<file path="src/rtl/aleatorio_pkg.sv">
// Shared definitions for the pseudo-random generator/checker pair.
// Both ends import this package, so they use the same LFSR polynomial.
package aleatorio_pkg;

  localparam int unsigned LFSR_WIDTH = 3;

  typedef enum logic [1:0] {
    IDLE   = 2'd0,
    SEARCH = 2'd1,
    LOCKED = 2'd2
  } estado_verif_t;

  // One LFSR step. Zero is the lock-up value and maps to itself.
  function automatic logic [LFSR_WIDTH-1:0] lfsr_next(input logic [LFSR_WIDTH-1:0] x);
    return {x[1:0], x[2] ^ x[1]};
  endfunction

endpackage

</file>
<file path="src/rtl/contador_saturado.sv">
// 16-bit up-counter with synchronous reset and enable; it sticks at all-ones.
module contador_saturado (
  input  logic        clk,
  input  logic        rst,
  input  logic        en_i,
  output logic [15:0] count_o
);

  logic [15:0] count_q;
  logic [15:0] count_d;

  always_comb begin
    count_d = count_q;
    if (en_i && (count_q != 16'hFFFF)) begin
      count_d = count_q + 16'd1;
    end
  end

  always_ff @(posedge clk) begin
    if (rst) begin
      count_q <= 16'd0;
    end else begin
      count_q <= count_d;
    end
  end

  assign count_o = count_q;

endmodule

</file>
<file path="src/rtl/verificador_aleatorio.sv">
// Receive-side checker for the 3-bit LFSR stream: locks on a self-consistent stream.
// Optional statistics counters are built only when VERIFICADOR_STATS_EN is defined.
module verificador_aleatorio
  import aleatorio_pkg::*;
#(
  parameter int unsigned WIDTH      = 3,
  parameter int unsigned LOCK_COUNT = 4,
  parameter int unsigned LOSS_COUNT = 2
) (
  input  logic             clk,
  input  logic             rst,
  input  logic             valid,
  input  logic [WIDTH-1:0] data,
  output logic             locked,
  output logic             error,
  output logic             zero_err,
  output logic [15:0]      err_count,
  output logic [15:0]      sample_count
);

  estado_verif_t        state_q, state_d;
  logic [WIDTH-1:0]     ref_q, ref_d;
  logic [3:0]           good_q, good_d;
  logic [3:0]           bad_q, bad_d;
  logic                 locked_q;
  logic                 error_q, error_d;
  logic                 zero_q, zero_d;
  logic [WIDTH-1:0]     predicted;

  assign predicted = lfsr_next(ref_q);

  always_comb begin
    state_d = state_q;
    ref_d   = ref_q;
    good_d  = good_q;
    bad_d   = bad_q;
    error_d = 1'b0;
    zero_d  = 1'b0;
    if (valid) begin
      case (state_q)
        IDLE: begin
          if (data == '0) begin
            zero_d = 1'b1;
          end else begin
            ref_d   = data;
            good_d  = 4'd0;
            state_d = SEARCH;
          end
        end
        SEARCH: begin
          if (data == '0) begin
            zero_d  = 1'b1;
            state_d = IDLE;
          end else if (data == predicted) begin
            ref_d  = data;
            good_d = good_q + 4'd1;
            if (good_d == 4'(LOCK_COUNT)) begin
              state_d = LOCKED;
              bad_d   = 4'd0;
            end
          end else begin
            ref_d  = data;
            good_d = 4'd0;
          end
        end
        LOCKED: begin
          if (data == predicted) begin
            ref_d = data;
            bad_d = 4'd0;
          end else begin
            // Flywheel: keep predicting along the expected sequence through misses.
            error_d = 1'b1;
            zero_d  = (data == '0);
            bad_d   = bad_q + 4'd1;
            ref_d   = predicted;
            if (bad_d == 4'(LOSS_COUNT)) begin
              good_d = 4'd0;
              if (data == '0) begin
                state_d = IDLE;
              end else begin
                state_d = SEARCH;
                ref_d   = data;
              end
            end
          end
        end
        default: begin
          state_d = IDLE;
        end
      endcase
    end
  end

  always_ff @(posedge clk) begin
    if (rst) begin
      state_q  <= IDLE;
      ref_q    <= '0;
      good_q   <= 4'd0;
      bad_q    <= 4'd0;
      locked_q <= 1'b0;
      error_q  <= 1'b0;
      zero_q   <= 1'b0;
    end else begin
      state_q  <= state_d;
      ref_q    <= ref_d;
      good_q   <= good_d;
      bad_q    <= bad_d;
      locked_q <= (state_d == LOCKED);
      error_q  <= error_d;
      zero_q   <= zero_d;
    end
  end

  assign locked   = locked_q;
  assign error    = error_q;
  assign zero_err = zero_q;

`ifdef VERIFICADOR_STATS_EN
  // Counters advance on the same edge that registers the error pulse / sample.
  contador_saturado u_err_count (
    .clk     (clk),
    .rst     (rst),
    .en_i    (error_d),
    .count_o (err_count)
  );

  contador_saturado u_sample_count (
    .clk     (clk),
    .rst     (rst),
    .en_i    (valid),
    .count_o (sample_count)
  );
`else
  assign err_count    = 16'd0;
  assign sample_count = 16'd0;
`endif

endmodule

</file>
<file path="config.mk">
export PLATFORM = sky130hd
export DESIGN_NAME = verificador_aleatorio
export DESIGN_NICKNAME = d
export VERILOG_FILES = /design/src/rtl/aleatorio_pkg.sv /design/src/rtl/contador_saturado.sv /design/src/rtl/verificador_aleatorio.sv
export SDC_FILE = /design/constraint.sdc
export NUM_CORES = 1
export LEC_CHECK = 0
export ABC_AREA = 1
export BUFFER_PORTS_ARGS = -buffer_cell sky130_fd_sc_hd__clkbuf_2
export CAP_MARGIN = 0
export CELL_PAD_IN_SITES_DETAIL_PLACEMENT = 0
export CELL_PAD_IN_SITES_GLOBAL_PLACEMENT = 1
export CORE_MARGIN = 3
export CORE_UTILIZATION = 34
export CTS_CLUSTER_DIAMETER = 50
export DETAILED_ROUTE_END_ITERATION = 7
export GPL_ROUTABILITY_DRIVEN = 0
export PLACE_DENSITY_LB_ADDON = 0.1
export SLEW_MARGIN = 20
export SYNTH_ARGS = -nofsm -noshare
export SYNTH_HDL_FRONTEND = slang
export SYNTH_SLANG_ARGS = --single-unit
</file>
<file path="constraint.sdc">
create_clock -name clk -period 2 [get_ports clk]
set_input_delay 0.4 -clock clk [delete_from_list [all_inputs] [get_ports clk]]
set_output_delay 0.4 -clock clk [all_outputs]
set_load 0.03 [all_outputs]
</file>
-- Yosys cells after proc, flatten, opt, wreduce, memory -nomap -nowiden
Cells that the tools add are included.
- flip-flop bits (word level): 16
- input bits: 6
- output and inout port bits: 35
- word-level logic and storage cells: 65
- $add $sub $neg: 2
- equal/unequal tests: 13
- muxes and demuxes: 29
- bitwise logic cells: 3
- reduce and logical (&&, ||, !) cells: 11
- operators with widths (kind ; number):
    two-way mux 4 bit ; 9
    two-way mux 2 bit ; 7
    != test 2 bit, second input constant ; 7
    two-way mux 3 bit ; 4
    case mux 4 bit (3 select lines) ; 1
    adder 4 x 1 -> 4 bit, second input constant ; 2
    case mux 4 bit (2 select lines) ; 1
    case mux 2 bit (3 select lines) ; 1
    case mux 3 bit (2 select lines) ; 1
    AND reduction 6 bit ; 1
    AND reduction 5 bit ; 1
    equality test 2 bit, second input constant ; 2
    equality test 4 x 2 -> 1 bit, second input constant ; 1
    equality test 4 x 3 -> 1 bit, second input constant ; 1
    two-way mux 1 bit ; 4
    nonzero test 2 bit ; 2
    OR reduction 2 bit ; 2
    equality test 3 bit ; 1
    zero test 3 bit ; 1
    AND reduction 3 bit ; 1
    nonzero test 3 bit ; 1
    OR reduction 3 bit ; 1
    equality test 2 x 1 -> 1 bit, second input constant ; 1
    zero test 2 bit ; 1
    3 further kinds ; 4

-- Longest topological paths before layout
Gate-level depths: netlist of the first run.
- depth after elaboration: 8
- mapped depth: 12
- gate-level depth less buffers: 12

-- Worst setup path after synthesis of the first run
No wires, ideal clock.
- path type: register -> register
- start: reg good_q[0]
- end: reg bad_q[2]
- library setup time: 0.127 ns
- arrival time: 1.375 ns
- required time: 1.873 ns
- slack: 0.498 ns
- cell stages (with the launch flop): 9
- path buffers: 0
- period minus slack after synthesis: 1.502 ns
- cells stage by stage: dfxtp_1 ha_1 or2_2 nand3_1 nor2_1 o21ai_0 nor2_4 nand2_1 a21oi_2
- word-level cells in the longest chain between the ends: 4
- ends and longest elaborated chain (element ; line ; text):
    start: declaration ; verificador_aleatorio.sv:23 ; logic [3:0] good_q, good_d;
    start signal: assignment ; verificador_aleatorio.sv:106 ; good_q <= good_d;
    adder 4 x 1 -> 4 bit ; verificador_aleatorio.sv:56 ; good_d = good_q + 4'd1;
    equality test 4 x 3 -> 1 bit ; verificador_aleatorio.sv:57 ; if (good_d == 4'(LOCK_COUNT)) begin
    != test 2 bit (no source line) ; -- ;
    AND reduction 5 bit (no source line) ; -- ;
    end signal: assignment ; verificador_aleatorio.sv:99 ; bad_q <= 4'd0;
    end signal: assignment ; verificador_aleatorio.sv:107 ; bad_q <= bad_d;
    end: declaration ; verificador_aleatorio.sv:24 ; logic [3:0] bad_q, bad_d;
Every way passes these cells.
A chain may end at the register's enable or synchronous reset.

-- Worst setup path after layout of the first run
Same ends and word-level chain as after synthesis.

==> results.toml, run 1 <==
[place]
place_hpwl_mm = 2.06
post-place-cells = 255
io_buffers = 8
post-place-ws_ns = 0.267

[timing]
worst_clock_skew_on_the_final_layout_ns = 0.00757
hold_viol_final = 0
period_needed_ns = 1.72
period_utilisation_layout_pct = 85.9
max_freq_ghz = 0.582
final.hold.worst_slack_ns = 0.444
timing.final.ws_setup_ns = 0.282
finalSetupTns_ns = 0
grt_setup_unrepaired = "false"
finalMaxSlewViolations = 0
setup_viol = 0

[detailed_routing]
wire_per_inst_microns = 9.96
drt_iter0_markers = 40
drt-vias-per-instance = 4.37
vias = 1133
routed.top_layer = "met4"
routed-wl-met3_microns = 172
drcViolationCount = 0
met1Wirelength_mm = 1.26
firstDrtPassIters = 4
finalWirelength_mm = 2.58
met2_wirelength_mm = 1.12
detail-route-antenna-nets = 0

[min_path]
hp-start = "rst"
min_delay_worst_endpoint = "bad_q[2]"
worst_hold_stages = 2
path_type_of_the_worst_min_delay_path = "in -> reg"

[floorplan]
die_h_microns = 67.8
floorplan.initialDensity_pct = 37.2
fp.coreArea_sq_um = 3490
dieWidth_microns = 67.8
pin_count = 41
std_cell_rows = 21
dieArea_sq_um = 4600

[status]
status = "complete, no violations"

[synth]
synth_cell_type_count = 24
ys_warn_count = 0
syn_area_sq_um = 1300
netlist_top_cells_area = "sky130_fd_sc_hd__dfxtp_1 25%, sky130_fd_sc_hd__buf_4 18%, sky130_fd_sc_hd__nand2_1 17%"
seq_total_area_yosys_pct = 24.7
synth.avg_cell_area_sq_um = 6.40
syn-instance-count = 203
yosys.area.top_type_share_pct = 24.7
library_cell_with_the_largest_summed_area_after_synthesis = "sky130_fd_sc_hd__dfxtp_1"
yosys_register_bits = 16

[grt]
grt_usage_pct = 12.0
grt_pass1_vias = 950
grt_start_max_net_pins = 10
grt_remaining_overflow = 0
grt_pass1_wl_mm = 4.15
initial_antenna_violation_count = 0

[pwr]
power.density_cell_area_nw_per_um2 = 620
leakage_dissipation_nw = 0.646
vdd_drop_max_mv = 0.288
report.power.total_mw = 0.821

[critical_path]
critPathCaptureType = "register"
crit_path_max_incr_delay_ns = 0.44
crit-reg2reg-capture = "bad_q[2]"
setup.worst_path.class = "reg -> reg"
cpLargestDelayFamily = "simple AND/OR/NAND/NOR gates"
timing.critical_path.slowest_stage_cell = "sky130_fd_sc_hd__dfxtp_1"
r2r_slack_ns = 0.28
critical_path.n_buffers_inverters = 0
cp_cell_sequence = "ha_1 -> or2_2 -> nand3_1 -> nor2_1 -> nor2_1 -> nor2_1 -> nand2_1 -> nand2_1 -> a21oi_2"
r2r_start = "good_q[0]"
worst_ep_required_time_ns = 2.14
ff2ff_path_depth = 9
critical_path.max_fanout = 6
worst_ep_arrival_time_ns = 1.86
critical-path-top-cell-by-count = "sky130_fd_sc_hd__nor2_1"
setup.worst_path.start_class = "register"

[cts]
cts_tree = "done"
cts.htree.levels = 1
insertion_delay_ns = 0.26
clkTransAtPathRegs_ns = 0.06
cts-buffers-inserted = 3
root_buffer = "sky130_fd_sc_hd__clkbuf_8"
clk_path_buf_depth = 2
cts-resized-gates = 0
clkSinkCount = 16
postCtsSetupRepairBufs = 0
cts_hold_repair.buffers = 0

[final_layout]
multi_input_area_sq_um = 768
syn2layout_area_growth_pct = 1.93
finalNetCount = 224
layout-drive-gt1-share_pct = 14.1
finish.cell_count_without_fillers = 259
insertedDiodeCount = 0
layout.filler_cells = 383
sequential_cell_area_sq_um = 320

[job]
cap_violations = 0
==> layout make-up <==
type	count	share of cell area, %
sequential	16	24.2
clock buffer	4	4.16
timing repair buffer	8	3.02
inverter	22	6.24
tap	46	4.35
multi-input combinational	163	58.0
==> where the power goes <==
group	total, mW	leakage, nW	internal, mW	switching [mW]
clock network	0.298	0.0288	0.175	0.123
logic	0.183	0.487	0.0338	0.150
registers	0.339	0.130	0.328	0.0112
total	0.821	0.646	0.537	0.284
==> cell usage in the layout (no fill, tap or decap), drive strengths merged <==
cell type	netlist	layout
xnor2	1	1
a31oi	2	2
clkbuf	1	12
ha	4	4
nand2	63	63
conb	1	32
nor2	21	21
or2	1	1
inv	22	22
a21oi	11	11
o21ai	5	5
nor3	2	2
dfxtp	16	16
nand4	3	3
nand3	18	18
==> Yosys cell counts <==
cell type                  count
sky130_fd_sc_hd__nand4_1       3
sky130_fd_sc_hd__a21oi_1      10
sky130_fd_sc_hd__nor2_4        3
sky130_fd_sc_hd__a31oi_1       2
sky130_fd_sc_hd__nand2_2       4
sky130_fd_sc_hd__inv_2         4
sky130_fd_sc_hd__nand2_4       1
sky130_fd_sc_hd__or2_2         1
sky130_fd_sc_hd__clkbuf_1      1
sky130_fd_sc_hd__nor3_1        1
sky130_fd_sc_hd__dfxtp_1      16
sky130_fd_sc_hd__buf_4        32
sky130_fd_sc_hd__a21oi_2       1
sky130_fd_sc_hd__o21ai_0       3
sky130_fd_sc_hd__nor2_2        3
sky130_fd_sc_hd__xnor2_1       1
sky130_fd_sc_hd__nand3_1      18
sky130_fd_sc_hd__conb_1        1
sky130_fd_sc_hd__inv_1        18
sky130_fd_sc_hd__ha_1          4
sky130_fd_sc_hd__o21ai_1       2
sky130_fd_sc_hd__nor3_2        1
sky130_fd_sc_hd__nor2_1       15
sky130_fd_sc_hd__nand2_1      58
==> worst max-delay path by stage <==
stage               startpoint  endpoint  slack (ns)  cells after the start
CTS                  good_q[0]  bad_q[2]        0.25                      9
global route         good_q[0]  bad_q[2]        0.05                      9
finish               good_q[0]  bad_q[2]        0.28                      9
detailed placement   good_q[0]  bad_q[2]        0.27                      9
floorplan            good_q[0]  bad_q[2]        0.50                      8
global placement     good_q[0]  bad_q[2]        0.21                      9
==> sequential cells by signal, summed over array words and instances, names as in the netlist <==
signal	count
bad_q	4
error	1
good_q	4
locked	1
ref_q	3
state_q	2
zero_err	1
==> routing by layer <==
layer  vias up  track usage [%]
met5         -                0
met4         0             3.72
met3         2             3.00
met2        37             19.1
met1       502             15.9
li1        592                -
==> stage by stage <==
| step | area (sq um) | utilization, % |
|---|---|---|
| 6_report | 1320 | 37.9 |
| 3_5_place_dp | 1270 | 36.3 |
| 4_1_cts | 1320 | 37.9 |
| 2_1_floorplan | 1420 | - |
| 3_3_place_gp | 1270 | 36.3 |
| 5_1_grt | 1320 | 37.9 |
==> worst register-to-register path, stage by stage (launching register included) <==
cell,delay [ns]
sky130_fd_sc_hd__dfxtp_1,0.44
sky130_fd_sc_hd__ha_1,0.19
sky130_fd_sc_hd__or2_2,0.11
sky130_fd_sc_hd__nand3_1,0.06
sky130_fd_sc_hd__nor2_1,0.27
sky130_fd_sc_hd__nor2_1,0.08
sky130_fd_sc_hd__nor2_1,0.18
sky130_fd_sc_hd__nand2_1,0.12
sky130_fd_sc_hd__nand2_1,0.10
sky130_fd_sc_hd__a21oi_2,0.05
==> kinds of logic after synthesis <==
| group | share of synthesized area [%] |
|---|---|
| compound gates | 7.42 |
| xor+xnor | 0.674 |
| fa+ha+maj | 3.85 |
| buf+inv | 25.1 |
| flops | 24.7 |
| other cells | 0.289 |
| simple gates | 38.0 |
Note: power is estimated with default switching activity, not from simulation.
==> inputs of run 2 (changes only) <==
Settings changed: REMOVE_ABC_BUFFERS set to 1.
==> run 2 against run 1 <==
Clock skew is 0.0038 ns lower. Sequential cell count stayed put. Utilization stayed put. Critical path depth stayed put. Die area stayed put. Hold slack better by 0.0014 ns. Final cell count stayed put. Sequential share of layout area stayed put. Wire length is 2.2% lower.
==> results.toml, run 2 (synthesis gave the netlist of run 1 again) <==
[status]
status = "complete, no violations"

[detailed_routing]
wire_per_inst_microns = 9.74
drt_iter0_markers = 67
finalWirelength_mm = 2.52
vias = 1138
detail-route-antenna-nets = 0
drcViolationCount = 0
firstDrtPassIters = 4
drt-vias-per-instance = 4.39

[timing]
finalMaxSlewViolations = 0
worst_clock_skew_on_the_final_layout_ns = 0.00381
finalSetupTns_ns = 0
grt_setup_unrepaired = "false"
setup_viol = 0
period_needed_ns = 1.76
period_utilisation_layout_pct = 87.9
max_freq_ghz = 0.569
hold_viol_final = 0

[pwr]
combinationalPowerShare_pct = 22.5
vdd_drop_max_mv = 0.227
power.density_cell_area_nw_per_um2 = 621
share_seq_of_total_power_pct = 41.3
power_switching_mw = 0.285
power_switching_share_pct = 34.7
cell_internal_pwr_mw = 0.537
leakage_dissipation_nw = 0.646
report.power.total_mw = 0.822
pwr-share-clk_pct = 36.2

[grt]
grt_remaining_overflow = 0
initial_antenna_violation_count = 0
grt_pass1_vias = 1031
grt_usage_pct = 12.6
grt_start_max_net_pins = 10
grt_pass1_wl_mm = 4.40

[critical_path]
critical-path-top-cell-by-count = "sky130_fd_sc_hd__nor2_1"
cpLargestDelayFamily = "simple AND/OR/NAND/NOR gates"
critPathCaptureType = "register"
ff2ff_path_depth = 9
setup.worst_path.class = "reg -> reg"
cp_cell_sequence = "ha_1 -> or2_2 -> nand3_1 -> nor2_1 -> nor2_1 -> nor2_1 -> nand2_1 -> nand2_1 -> a21oi_2"
critical_path.n_buffers_inverters = 0
timing.critical_path.depth = 9
worst_ep_required_time_ns = 2.15
setup.worst_path.start_class = "register"
worst_ep_arrival_time_ns = 1.90
crit_path_max_incr_delay_ns = 0.43
timing.critical_path.slowest_stage_cell = "sky130_fd_sc_hd__dfxtp_1"
critical_path.max_fanout = 6

[cts]
insertion_delay_ns = 0.26
cts_hold_repair.buffers = 0
cts_tree = "done"
cts-buffers-inserted = 3
clk_path_buf_depth = 2
clkTransAtPathRegs_ns = 0.07
postCtsSetupRepairBufs = 0
cts-resized-gates = 0
cts.htree.levels = 1
clkSinkCount = 16
root_buffer = "sky130_fd_sc_hd__clkbuf_8"

[final_layout]
finish.cell_count_without_fillers = 259
insertedDiodeCount = 0
syn2layout_area_growth_pct = 1.93
post-route-util_pct = 37.9
largestRegisters = "bad_q (4), good_q (4), ref_q (3)"
layout-drive-gt1-share_pct = 14.1
finalNetCount = 224
layout.filler_cells = 383
layout.cells.most_common_list = "58 x sky130_fd_sc_hd__nand2_1, 32 x sky130_fd_sc_hd__conb_1, 18 x sky130_fd_sc_hd__inv_1, 18 x sky130_fd_sc_hd__nand3_1, 16 x sky130_fd_sc_hd__dfxtp_1"
leading_cell_type_in_the_layout_fill_and_taps_excluded = "sky130_fd_sc_hd__nand2_1"

[floorplan]
dieArea_sq_um = 4600
die_h_microns = 67.8
pin_count = 41
fp.coreArea_sq_um = 3490
dieWidth_microns = 67.8
std_cell_rows = 21
floorplan.initialDensity_pct = 37.2

[min_path]
worst_hold_stages = 3
path_type_of_the_worst_min_delay_path = "in -> reg"

[place]
io_buffers = 8
post-place-cells = 255
place_hpwl_mm = 1.98

[job]
cap_violations = 0
==> run 2: tightest hold or removal path: cells and delay by family <==
family	cells	cell delay, ns
simple gates	2	0.14
buf+inv	1	0.12
==> run 2: final cells by class <==
cell class | instances | area, sq um | area share, %
multi-input cells | 163 | 768 | 58.0
well taps | 46 | 57.6 | 4.35
flip-flops and latches | 16 | 320 | 24.2
inverters | 22 | 82.6 | 6.24
repair buffers | 8 | 40.0 | 3.02
clock buffers | 4 | 55.1 | 4.16
==> run 2: power by group through the flow <==
| stage | logic [mW] | registers, mW | clock network [mW] |
|---|---|---|---|
| 3_5_place_dp | 0.183 | 0.346 | 0 |
| 2_1_floorplan | 0.154 | 0.344 | 0 |
| 3_3_place_gp | 0.183 | 0.347 | 0 |
| 5_1_grt | 0.207 | 0.341 | 0.321 |
| 4_1_cts | 0.184 | 0.339 | 0.306 |
| 6_report | 0.185 | 0.339 | 0.297 |
==> run 2: worst paths after layout <==
kind | from | end | slack, ns
hold / removal | valid | error | 0.45
setup / recovery | good_q[0] | bad_q[2] | 0.24
hold reg to reg | good_q[3] | good_q[3] | 0.47
setup reg to reg | good_q[0] | bad_q[2] | 0.24
==> run 2: metrics by stage <==
step                hold slack [ns]  setup slack [ns]  instance area, sq um
floorplan                     0.444             0.500                  1170
global placement              0.470             0.268                  1270
detailed placement            0.465             0.292                  1270
CTS                           0.438             0.284                  1320
global route                  0.462            0.0552                  1320
finish                        0.446             0.242                  1320
==> run 2: layer usage <==
metal / part of all wire [%] / up-vias / GRT usage [%]
met5: 0 / - / 0
met3: 7.9 / 4 / 3.49
met1: 46 / 496 / 15.3
met2: 45 / 39 / 21.6
met4: 1.3 / 0 / 3.72
li1: - / 599 / -
